**config.mk**
```make
export PLATFORM = sky130hd
export DESIGN_NAME = secded_scrubber
export DESIGN_NICKNAME = d
export VERILOG_FILES = /design/src/rtl/secded_scrubber.sv
export SDC_FILE = /design/constraint.sdc
export NUM_CORES = 1
export LEC_CHECK = 0
export CORE_MARGIN = 4
export CORE_UTILIZATION = 53
export CTS_CLUSTER_SIZE = 30
export DETAILED_ROUTE_END_ITERATION = 16
export PLACE_DENSITY_LB_ADDON = 0.08
export SKIP_LAST_GASP = 1
export SYNTH_ARGS = -nofsm -noshare
export SYNTH_HDL_FRONTEND = slang
export SYNTH_SLANG_ARGS = --single-unit
export TNS_END_PERCENT = 100
```
**constraint.sdc**
```tcl
create_clock -name clk -period 3.6 [get_ports clk]
set_input_delay 0.54 -clock clk [delete_from_list [all_inputs] [get_ports clk]]
set_output_delay 0.54 -clock clk [all_outputs]
set_load 0.01 [all_outputs]
```
**src/rtl/secded_scrubber.sv**
```systemverilog
// Background scrubber for 72-bit SECDED codewords {c[7:0], d[63:0]}: reads every
// word, rewrites single-bit errors in place, counts and logs uncorrectable ones.
module secded_scrubber #(
    parameter int ADDR_W = 10,
    parameter int DEPTH  = 1024
) (
    input  logic              clk,
    input  logic              rst_n,
    input  logic              start,
    input  logic              abort,
    output logic              mem_req,
    input  logic              mem_gnt,
    output logic              mem_we,
    output logic [ADDR_W-1:0] mem_addr,
    output logic [71:0]       mem_wdata,
    input  logic [71:0]       mem_rdata,
    output logic              busy,
    output logic              done,
    output logic [15:0]       corr_cnt,
    output logic [15:0]       uncorr_cnt,
    output logic [ADDR_W-1:0] last_err_addr
);

    typedef enum logic [2:0] {
        IDLE,
        READ,
        WAIT,
        CHECK,
        WRITE,
        NEXT,
        DONE
    } state_t;

    localparam logic [ADDR_W-1:0] LAST_ADDR = ADDR_W'(DEPTH - 1);

    // Hamming position of data bit j: the (j+1)-th non-power-of-two in 3..71.
    function automatic int data_pos(input int j);
        int cnt;
        int res;
        cnt = 0;
        res = 0;
        for (int p = 3; p < 72; p++) begin
            if ((p & (p - 1)) != 0) begin
                if (cnt == j) res = p;
                cnt = cnt + 1;
            end
        end
        return res;
    endfunction

    state_t            state_reg, state_next;
    logic [ADDR_W-1:0] ptr_reg;
    logic [71:0]       rdata_reg;
    logic [71:0]       wdata_reg;
    logic [15:0]       corr_reg;
    logic [15:0]       uncorr_reg;
    logic [ADDR_W-1:0] err_addr_reg;

    logic [71:0] ham;
    logic [71:0] flip_ham;
    logic [71:0] ham_fixed;
    logic [71:0] fixed_word;
    logic [6:0]  syn;
    logic        par;
    logic        fixable;
    logic        uncorrectable;

    // Reorder the stored word by Hamming position; position 0 is unused and tied low.
    assign ham[0] = 1'b0;
    generate
        for (genvar gi = 0; gi < 64; gi++) begin : g_data_map
            localparam int P = data_pos(gi);
            assign ham[P]         = rdata_reg[gi];
            assign fixed_word[gi] = ham_fixed[P];
        end
        for (genvar gi = 0; gi < 7; gi++) begin : g_check_map
            assign ham[1 << gi]        = rdata_reg[64 + gi];
            assign fixed_word[64 + gi] = ham_fixed[1 << gi];
        end
    endgenerate

    // The syndrome is the XOR of the positions of all set bits, which equals
    // recomputed check bits XOR stored check bits.
    always_comb begin
        syn = '0;
        for (int p = 1; p < 72; p++) begin
            if (ham[p]) syn = syn ^ 7'(p);
        end
    end

    assign par           = ^rdata_reg;
    assign fixable       = par && (syn <= 7'd71);
    assign uncorrectable = (!par && (syn != 7'd0)) || (par && (syn > 7'd71));

    always_comb begin
        flip_ham = '0;
        for (int p = 1; p < 72; p++) begin
            flip_ham[p] = par && (syn == 7'(p));
        end
    end

    assign ham_fixed      = ham ^ flip_ham;
    assign fixed_word[71] = rdata_reg[71] ^ (par && (syn == 7'd0));

    always_ff @(posedge clk or negedge rst_n) begin
        if (!rst_n) begin
            state_reg <= IDLE;
        end else begin
            state_reg <= state_next;
        end
    end

    always_comb begin
        state_next = state_reg;
        case (state_reg)
            IDLE:    if (start && !abort) state_next = READ;
            READ:    if (mem_gnt) state_next = WAIT;
            WAIT:    state_next = CHECK;
            CHECK:   state_next = fixable ? WRITE : NEXT;
            WRITE:   if (mem_gnt) state_next = NEXT;
            NEXT:    state_next = (ptr_reg == LAST_ADDR) ? DONE : READ;
            DONE:    state_next = IDLE;
            default: state_next = IDLE;
        endcase
        if ((state_reg != IDLE) && abort) state_next = IDLE;
    end

    // Counter and write-data updates are suppressed on an aborting edge so the
    // values left behind reflect only fully processed words.
    always_ff @(posedge clk or negedge rst_n) begin
        if (!rst_n) begin
            ptr_reg      <= '0;
            rdata_reg    <= '0;
            wdata_reg    <= '0;
            corr_reg     <= '0;
            uncorr_reg   <= '0;
            err_addr_reg <= '0;
        end else begin
            case (state_reg)
                IDLE: begin
                    if (start && !abort) begin
                        ptr_reg    <= '0;
                        corr_reg   <= '0;
                        uncorr_reg <= '0;
                    end
                end
                WAIT: rdata_reg <= mem_rdata;
                CHECK: begin
                    if (!abort) begin
                        if (fixable) begin
                            wdata_reg <= fixed_word;
                            if (corr_reg != 16'hFFFF) corr_reg <= corr_reg + 16'd1;
                        end else if (uncorrectable) begin
                            err_addr_reg <= ptr_reg;
                            if (uncorr_reg != 16'hFFFF) uncorr_reg <= uncorr_reg + 16'd1;
                        end
                    end
                end
                NEXT: begin
                    if (!abort && (ptr_reg != LAST_ADDR)) ptr_reg <= ptr_reg + ADDR_W'(1);
                end
                default: ;
            endcase
        end
    end

    assign mem_req       = (state_reg == READ) || (state_reg == WRITE);
    assign mem_we        = (state_reg == WRITE);
    assign mem_addr      = ptr_reg;
    assign mem_wdata     = wdata_reg;
    assign busy          = (state_reg != IDLE);
    assign done          = (state_reg == DONE);
    assign corr_cnt      = corr_reg;
    assign uncorr_cnt    = uncorr_reg;
    assign last_err_addr = err_addr_reg;

endmodule

```
==> run summary <==
Vias per inst: 5.44
Status: finished clean
Highest metal used: met5
Die ar.: 22,600 µm²
CP Data Arrival Time: 3.85 ns
Register-to-register setup slack: 0.11 ns
Post-Syn Area per Cell: 10.4 µm²
Number of buffers added on ports: 204
Max Clk Rate: 287 MHz
Commonest non-fill, non-tap cell in the layout: clkdlybuf4s50_1
Via count: 8,276
Min-Delay Path Class: in -> async
Die H: 150 µm
Endpoints failing hold: 0
Post-synth ARST share: 100%
Finish-stage setup viols: 0
Initial DRC count: 430
Post-route clock skew: 0.00823 ns
Synth Net Count: 1,111
Fin cells: 1,521
Total core area: 19,700 µm²
Post-Layout Inst Area: 13,900 µm²
Cell Area, Placed: 13,200 µm²
Post-synth EDFFs: 0
CTS Root Cell: clkbuf_16
Worst-Skew Late Latency: 0.43 ns
Seq/Total Area, Yosys: 46.4%
Post-synth top area share: 46.4%
Inserted Clock Buffers: 17
Routed Antenna Nets: 0
Tcrit/Tclk final: 96.8%
GRT overflow: 0
Ys Warns: 0
Total Wirelength: 28,700 µm
Length of the first detailed-routing pass in iterations: 5
Wirelength per Cell: 18.8 µm
# nets final: 1,323
Yosys top cell by area: dfrtp_1
H-tree Lvls: 4
Cell row count: 51
WP data required: 3.96 ns
FF-to-FF Start: rdata_reg[21]
Yosys cell types: 60
Ant. Diodes: 0
Final WS setup: 0.115 ns
Detail Placement HPWL: 20,800 µm
Met1 wire length: 12,000 µm
Synth area leaders: dfrtp_1, xnor2_1, mux2_2, o21ai_0, nand2_1
Most frequent cells in the layout: clkdlybuf4s50_1, dfrtp_1, xnor2_1, nand2_1, nor2_1
DR WL met3: 1930 µm
Worst Max-Slew Pin Slew: 0.702 ns
Fraction of layout cells with a size suffix above 1: 14.6%
Critical path type: reg -> reg
Chip Width: 150 µm
Longest Clk Path Bufs: 2
Initial antenna violation count: 1
Worst setup EP type: flop
Main synth FF type: dfrtp_1
Clk slew on worst S/H paths: 0.07 ns
Met2 wire length: 14,100 µm
Largest net degree at the start of global routing: 84
Vias in the first global route: 8,407
Placed instance count: 1,484
Synth Cell Area: 10,700 µm²
Unrepaired setup endpoints after global routing: no
Total GRT Usage: 26.3%
Worst-path fanout max: 22
I/O pin count: 205
Worst slew margin: 53.2%
Setup TNS: 0 ns
Cts hold-fix bufs: 0
Synth Instances: 1,031
FF-to-FF End: uncorr_cnt[7]
Effective utilization at floorplan: 54.5%
Final Max Tran Viols: 0
Crit start category: flop
Seq cells post-synth: 199
TritonCTS clock tree: built
Pre-CTS setup slack: 0.118 ns
Cells on worst reg2reg path: 11
Number of remaining DRC errors: 0
Final worst path period need: 3.49 ns
Crit path from: rdata_reg[21]
Max Cap Violations: 0
RD Place Congestion: 0.881
CTS Sinks: 199
Worst setup path endpoint: uncorr_cnt[7]
Area Overhead vs Synth: 29.8%
First-pass GRT wire length: 45,600 µm
[cell type report]
cell class | count | area [µm²]
Tap cell | 265 | 332
Sequential cell | 199 | 4990
Timing Repair Buffer | 240 | 2420
Inverter | 8 | 30.0
Clock inverter | 13 | 121
Multi-Input combinational cell | 777 | 5620
Clock buffer | 19 | 433
Fill cell | 1499 | 5780
[metal layers]
layer  GRT usage [%]  vias to the layer above
met2            44.0                      254
met1            34.5                     4065
met5               0                        -
li1                -                     3918
met3            5.96                       37
met4            7.27                        2
[synth_stat cells, types with 2 or more instances]
cell type / n
xor2_1: 32
clkbuf_1: 30
buf_6: 2
nor4_1: 2
mux2_2: 82
buf_1: 2
a211oi_1: 2
xnor2_1: 173
xnor3_1: 17
nor2b_1: 6
a211o_1: 2
nor3_1: 10
dfrtp_1: 199
and2_1: 4
nand2_1: 113
a21oi_1: 19
o2111ai_1: 3
and3_1: 7
inv_1: 7
ha_1: 3
nor2_1: 108
buf_2: 11
o21ai_1: 6
buf_4: 2
nor3_2: 2
nand4_1: 9
o21ai_0: 89
and3b_1: 2
xor3_1: 2
nand3_2: 2
and4_1: 2
o31ai_1: 10
or3_1: 11
a31oi_1: 2
nand3_1: 26
or4_1: 8
[worst min path at each step]
stage                     slack [ns]  cells after the start            end
after CTS                       0.16                      1  mem_wdata[16]
after detailed placement        0.47                      2  mem_wdata[47]
after floorplan                 0.24                      0    corr_cnt[0]
after global placement          0.46                      2  mem_wdata[27]
after global routing            0.16                      1  mem_wdata[16]
final                           0.13                      1  mem_wdata[16]
[stage by stage]
| step | hold WS, ns | util (%) |
|---|---|---|
| after floorplan | 0.244 | - |
| after global placement | 0.463 | 67.2 |
| after detailed placement | 0.472 | 67.2 |
| after CTS | 0.158 | 70.0 |
| after global routing | 0.164 | 70.7 |
| final | 0.129 | 70.7 |
[worst max-delay path, cell delays in order (launching register included)]
cell     delay (ns)
dfrtp_1        0.44
xnor2_1        0.42
xnor3_1        0.34
xnor2_1        0.21
xnor3_1        0.44
xor3_2         0.45
inv_2          0.09
nand3_4        0.11
a21oi_2        0.09
buf_12         0.15
or4_1          0.53
a21oi_2        0.16
[logic make-up after synthesis]
group	after synthesis	share of synthesized area, %
buf+inv	55	2.26
compound gates	145	7.70
fa+ha+maj	3	0.350
mux	83	8.69
simple gates	321	13.7
flops	199	46.4
xor+xnor	225	21.0
[what timing repair did]
item	4_1_cts	5_1_grt
resized for setup	0	21
buffers inserted	0	5
endpoints found under the setup margin	0	37
Power is not shown: default switching activity piles up to over one toggle a cycle in this logic, so the estimate is an artifact.
